File: config.mk
export PLATFORM = sky130hd
export DESIGN_NAME = fifo_wr_ctrl
export DESIGN_NICKNAME = d
export VERILOG_FILES = /design/src/rtl/fifo_pkg.sv /design/src/rtl/fifo_level_ctr.sv /design/src/rtl/fifo_wr_ctrl.sv
export SDC_FILE = /design/constraint.sdc
export NUM_CORES = 1
export LEC_CHECK = 0
export ABC_AREA = 1
export CAP_MARGIN = 0
export CORE_MARGIN = 2
export CORE_UTILIZATION = 35
export DETAILED_ROUTE_END_ITERATION = 10
export DONT_BUFFER_PORTS = 1
export SLEW_MARGIN = 40
export SYNTH_ARGS = -nofsm -noshare
export SYNTH_HDL_FRONTEND = slang
export SYNTH_SLANG_ARGS = --single-unit
export TNS_END_PERCENT = 1
File: constraint.sdc
create_clock -name clk -period 1.7 [get_ports clk]
set_input_delay 0.34 -clock clk [delete_from_list [all_inputs] [get_ports clk]]
set_output_delay 0.34 -clock clk [all_outputs]
set_load 0.005 [all_outputs]
File: src/rtl/fifo_pkg.sv
// Shared constants and helpers that keep sync_fifo and its write-side controller
// in agreement on geometry.
package fifo_pkg;

    localparam int DEFAULT_DEPTH = 16;
    localparam int DEFAULT_WIDTH = 8;

    // Bits needed to hold an occupancy of 0..depth inclusive.
    function automatic int lvl_w(input int depth);
        return $clog2(depth + 1);
    endfunction

endpackage

File: src/rtl/fifo_level_ctr.sv
// Up/down occupancy counter saturating at 0 and MAX. An inc and a dec in the same
// cycle cancel each other.
module fifo_level_ctr #(
    parameter int MAX = 16,
    parameter int W   = 5
) (
    input  logic         clk,
    input  logic         rst,
    input  logic         inc,
    input  logic         dec,
    output logic [W-1:0] level
);

    localparam logic [W-1:0] MAX_L = W'(MAX);

    logic inc_ok;
    logic dec_ok;

    assign inc_ok = inc && (level != MAX_L);
    assign dec_ok = dec && (level != '0);

    always_ff @(posedge clk or posedge rst) begin
        if (rst) begin
            level <= '0;
        end else if (inc_ok && !dec_ok) begin
            level <= level + W'(1);
        end else if (dec_ok && !inc_ok) begin
            level <= level - W'(1);
        end
    end

endmodule

File: src/rtl/fifo_wr_ctrl.sv
// Write-side front end for sync_fifo: a one-entry skid register feeding wr_en/wdata,
// plus a shadow occupancy count so a write is never issued into a full FIFO.
module fifo_wr_ctrl
    import fifo_pkg::*;
#(
    parameter int DEPTH     = DEFAULT_DEPTH,
    parameter int WIDTH     = DEFAULT_WIDTH,
    parameter int AF_THRESH = DEPTH - 2,
    parameter int LVL_W     = lvl_w(DEPTH)
) (
    input  logic             clk,
    input  logic             rst,
    input  logic             s_valid,
    output logic             s_ready,
    input  logic [WIDTH-1:0] s_data,
    output logic             fifo_wr_en,
    output logic [WIDTH-1:0] fifo_wdata,
    input  logic             fifo_rd_en,
    input  logic             fifo_wr_error,
    output logic [LVL_W-1:0] level,
    output logic             almost_full,
    output logic             ovf_sticky,
    output logic             udf_sticky,
    input  logic             clr
);

    localparam logic [LVL_W-1:0] DEPTH_L = LVL_W'(DEPTH);
    localparam logic [LVL_W-1:0] AF_L    = LVL_W'(AF_THRESH);

    logic             hold_valid;
    logic [WIDTH-1:0] hold_data;
    logic             drain;
    logic             acc;
    logic             rd_obs;

    // drain and s_ready depend only on flops, so s_valid never reaches s_ready.
    assign drain       = hold_valid && (level < DEPTH_L);
    assign s_ready     = !hold_valid || drain;
    assign acc         = s_valid && s_ready;
    assign fifo_wr_en  = drain;
    assign fifo_wdata  = hold_data;
    assign rd_obs      = fifo_rd_en && (level != '0);
    assign almost_full = (level >= AF_L);

    always_ff @(posedge clk or posedge rst) begin
        if (rst) begin
            hold_valid <= 1'b0;
            hold_data  <= '0;
        end else if (acc) begin
            hold_valid <= 1'b1;
            hold_data  <= s_data;
        end else if (drain) begin
            hold_valid <= 1'b0;
        end
    end

    fifo_level_ctr #(
        .MAX (DEPTH),
        .W   (LVL_W)
    ) u_level (
        .clk   (clk),
        .rst   (rst),
        .inc   (drain),
        .dec   (rd_obs),
        .level (level)
    );

    // A set condition in the same cycle as clr wins.
    always_ff @(posedge clk or posedge rst) begin
        if (rst) begin
            ovf_sticky <= 1'b0;
            udf_sticky <= 1'b0;
        end else begin
            if (fifo_wr_error)              ovf_sticky <= 1'b1;
            else if (clr)                   ovf_sticky <= 1'b0;
            if (fifo_rd_en && level == '0)  udf_sticky <= 1'b1;
            else if (clr)                   udf_sticky <= 1'b0;
        end
    end

endmodule

After elaboration in Yosys (flattened, before gate mapping). Index checks and enable logic that the tools add are counted.

Add/subtract/negate cells: 2. $lt $le $gt $ge: 2. Eq/ne operators: 1. Muxes and demuxes: 7. Reductions and logical operators: 18.

Operator list (number): 5-bit two-way mux (2); 1-bit logical AND (8); 2-bit nonzero test (4); 5-bit by 1-bit adder with 5-bit output (second input constant) (1); 5-bit by 4-bit greater-or-equal comparator with 1-bit output (second input constant) (1); 5-bit logical NOT (1); 5-bit less-than comparator (second input constant) (1); 1-bit two-way mux (5); 5-bit inequality test (second input constant) (1); 5-bit nonzero test (1); 5-bit by 1-bit subtractor with 5-bit output (second input constant) (1); 1-bit logical NOT (3); 1-bit logical OR (1).

Flip-flop bits (word level): 16. Input port bits: 14. Output and inout port bits: 18. Word-level logic and storage cells: 35.

Longest topological paths before layout.
Depth after elaboration: 7. Depth in mapped cells: 12. Gate-level depth less buffers: 12.

By module. A second synthesis with hierarchy kept.

Cell total of the unflattened synthesis: 108. Area, all modules: 854.6 um^2.

Modules (own cells, without submodules): fifo_wr_ctrl (instances 1, cells an instance 56, area an instance 479.2 um^2); fifo_level_ctr (instances 1, cells an instance 52, area an instance 375.4 um^2).

Worst setup path before layout. No wires, ideal clock.

Path kind: flip-flop to flip-flop. From: register u_level.level[4]. To: register u_level.level[4]. Setup time: 117 ps. Data arrival time: 1700 ps. Data required time: 1583 ps. Slack: -117 ps. Stages on the path, launching flop included: 12. Path buffers: 0. Clock period less this slack: 1817 ps. Cells stage by stage: dfrtp_1 > inv_1 > nand4_1 > nand2_1 > ha_1 > inv_1 > ha_1 > or2_4 > nand2_1 > nand2_1 > nand3_1 > nand2_1.

Longest elaborated chain between the ends: 6. Elaborated cells on any way between the ends: 16. Those cells by class: add/sub (2); order compare (1); eq/ne (1); mux (2); reduce/logical (10).

RTL lines: from (decl) (RTL line fifo_level_ctr.sv:11) `output logic [W-1:0] level`; from (signal assigned) (RTL line fifo_level_ctr.sv:26) `level <= level + W'(1);`; from (signal assigned) (RTL line fifo_level_ctr.sv:28) `level <= level - W'(1);`; 5-bit less-than comparator / 5-bit nonzero test (equally long branches) (RTL line fifo_wr_ctrl.sv:37, fifo_level_ctr.sv:20, fifo_wr_ctrl.sv:42); 1-bit logical AND, on equally long branches (RTL line fifo_wr_ctrl.sv:37, fifo_wr_ctrl.sv:42); 1-bit logical AND, on equally long branches (RTL line fifo_level_ctr.sv:19, fifo_level_ctr.sv:20); 1-bit logical NOT, on equally long branches (RTL line fifo_level_ctr.sv:27, fifo_level_ctr.sv:25); 1-bit logical AND, on equally long branches (RTL line fifo_level_ctr.sv:27, fifo_level_ctr.sv:25); 2-bit nonzero test (no line) / 5-bit two-way mux (equally long branches).

Several ways; a longest one is shown, not always the timed one. The select of a mux whose other input is x is not followed. A chain may end at the register's enable or synchronous reset.

Final worst setup path.
From: register u_level.level[2]. To: register u_level.level[4].

The elaborated chain is that of the path after synthesis.

==> results.md <==
* Reg clk slew, reported paths at approximately 90 ps
* FF+latch count, synth at 16
* Final worst slack at -30.7 ps
* Final worst path period share at 102%
* CP Launch Type: flop
* Hold_buf cts at 0
* Crit Path Class: reg2reg
* Synthesized instance count at 100
* CP max stage delay at 410 ps
* Worst Path Max Fanout at 5
* Num CTS Buffers at 3
* Total power at 2.25 mW
* Post-synthesis mux area share at 0%
* Fillers at 223
* DIE AREA at 2780 um^2
* Clk Latency, worst-skew pair at ~280 ps
* First-pass GRT wire length at 2860 um
* Post-Syn Area at 830 um^2
* GP Congestion at 0.775
* Dpl hpwl at 1380 um
* Input/output buffers at 0
* Adder-cell share of the synthesized area at 9.95%
* Initial antenna violation count at 0
* DR iter-0 viols at 13
* Pre-antenna DRT Iters at 4
* Largest family of logic cells by synthesized area: simple AND/OR/NAND/NOR gates
* Total gr overflow at 0
* Hold Vio Cnt, Final at 16
* Post-synthesis xor/xnor area fraction at 2.11%
* Leak pwr at about 0.55 nW
* Yosys cell types at 18
* Die height at 52.7 um
* CTS Root Cell: clkbuf_4
* Worst-Margin Slew at 588 ps
* Maximum clock rate at a little under 600 MHz
* Worst R2R Setup Slack at -30 ps
* Via density at 4.78
* Starting Density at between 30% and 40%
* Fin area at around 1100 um^2
* Clock Tree Buf Depth at 2
* Failing checks: negative hold slack, negative setup slack
* Std-Cell Core Area at between 2000 and 2500 um^2
* Final Setup Violations at 2
* Max Slew Vio Count at 0
* Antenna viol nets, final at 0
* CP Data Arrival Time at ~1900 ps
* Area Overhead vs Synth at 28.1%
* Die width at 52.7 um
* Hold slack at -3.37 ps
* Synth Area in Compound Gates at 3.47%
* Critical Path Slowest Stage Cell: dfrtp_2
* Simple logic cell fraction of the synthesized area at between 20% and 30%
* Commonest non-fill, non-tap cell in the layout: nand2_1
* VDD IR max at 0.00103 V
* Seq/Total Area, Yosys at 48.3%
* Worst Clk Skew at 0.789 ps
* Max-Cap Viols at 0
* NumNets Final at 135
* Critical Path RT at between 1500 and 2000 ps
* Cell breakdown of the critical path: nor2_1, nand4_1, nand2_1, ha_4, inv_6, ha_4, or2_4, nand2_1, nand2_1, nand3_1, nand2_1
* Drt wl/cell at 12.7 um
* Post-Place Cell Area at 961 um^2
* Diode count at 0
* H-tree depth at 1
* Gr usage total at 14.7%
* Syn nets at 120
* Total clock sinks at 16
* RSZ-0062 raised after global routing: true
* Most used cell, CP: nand2_1
* Vias in the first global route at slightly below 700
* Worst Hold Class: in2async
* Synthesized area per cell at 8.30 um^2
* Layout cells sized above 1 at 29.8%
* Via count at 679
* CTS tree: done
* Slew HR at 60.7%
* Final WL at 1800 um
* Pin count of the biggest net entering global routing at 17
* DRC at 0
* Pwr dens at 2120 nW/um^2
* Status: finished with violations
* Final min period at 1730 ps
* Endpoint type of the worst setup path: flop
* FP Rows at 17
* Num ports at 32
* Ys Warns at 0
* Most frequent cells in the layout: 33 x nand2_1, 14 x dfrtp_1, 13 x nand3_1, 13 x buf_4, 9 x inv_1
## sequential cells by signal (all words and copies together), names as in the netlist
signal and count:
hold_valid 1, fifo_wdata 8, u_level.level 5, udf_sticky 1, ovf_sticky 1
## power breakdown
part / total [mW] / leakage [nW] / switching [mW] / internal [mW]
logic: 1.34 / 0.334 / 0.698 / 0.639
registers: 0.670 / 0.192 / 0.117 / 0.553
clock network: 0.247 / 0.0210 / 0.117 / 0.130
total: 2.25 / 0.546 / 0.932 / 1.32
## metal layers
metal	up-vias	GRT usage, %	part of all wire, %
li1	345	-	-
met2	28	26.0	50
met5	-	0	0
met1	304	14.5	39
met3	2	6.86	9.5
met4	0	6.41	1.1
## synthesized netlist by cell type
cell / n / share of area (%)
nand2_1: 35 / 16
dfrtp_1: 16 / 48
nand3_1: 14 / 8.4
inv_1: 13 / 5.9
ha_1: 5 / 7.5
nor2_1: 3 / 1.4
buf_2: 2 / 1.2
o21ai_0: 2 / 1.2
a21oi_1: 1 / 0.60
buf_4: 1 / 0.91
fa_1: 1 / 2.4
nand2_2: 1 / 0.75
nand4_1: 1 / 0.75
o21bai_1: 1 / 0.91
o22ai_1: 1 / 0.75
or2_4: 1 / 1.1
xnor2_1: 1 / 1.1
xor2_1: 1 / 1.1
## path summary, 6_finish.rpt
kind	from	to	depth (start not counted)
max in group asynchronous	rst	u_level.level[3]$_DFFE_PP0P_	1
min in group clk	clr	ovf_sticky$_DFFE_PP0P_	1
hold reg to reg	fifo_wdata[1]$_DFFE_PP0P_	fifo_wdata[1]$_DFFE_PP0P_	2
hold / removal	rst	ovf_sticky$_DFFE_PP0P_	1
setup reg to reg	u_level.level[2]$_DFFE_PP0P_	u_level.level[4]$_DFFE_PP0P_	11
setup / recovery	u_level.level[2]$_DFFE_PP0P_	u_level.level[4]$_DFFE_PP0P_	11
## worst max-delay path: cells and delay by family, from the launching register on
| kind | cells | cell delay (ps) |
|---|---|---|
| AND/OR/NAND/NOR | 8 | 800 |
| buffers and inverters | 1 | 50 |
| adder cells (fa/ha/maj) | 2 | 390 |
| flip-flops | 1 | 410 |
## through the flow
stage          std cells  hold WS [ps]  setup TNS (ps)  utilization (%)  worst slack, ps
6_report             142         -3.37           -31.7             47.6            -30.7
5_1_grt              142          30.0            -211             47.6             -108
4_1_cts              140          4.79           -24.6             45.7            -19.7
3_5_place_dp         134           329           -21.4             43.0            -21.4
3_3_place_gp         134           329               0             43.0            0.819
2_1_floorplan        100           254               0                -             7.63
## final cells by class
class                   count  area (um^2)  area share [%]
multi-input cells          68          437            41.1
flip-flops and latches     16          403            37.9
repair buffers             13         97.6            9.19
inverters                  13         53.8            5.06
clock buffers               4         36.3            3.42
well taps                  28         35.0            3.30
## timing repair
action                                  4_1_cts  5_1_grt
endpoints found under the setup margin        2        4
gates resized for setup                       2        5
setup buffers                                 2        2
pin swaps                                     4        2
## kinds of logic after synthesis
| kind of cell | count (synthesis) |
|---|---|
| AO/OA/AOI/OAI | 5 |
| XOR/XNOR | 2 |
| adder cells (fa/ha/maj) | 6 |
| buffers and inverters | 16 |
| flip-flops | 16 |
| AND/OR/NAND/NOR | 55 |
Power figures use the tool's default switching activity.
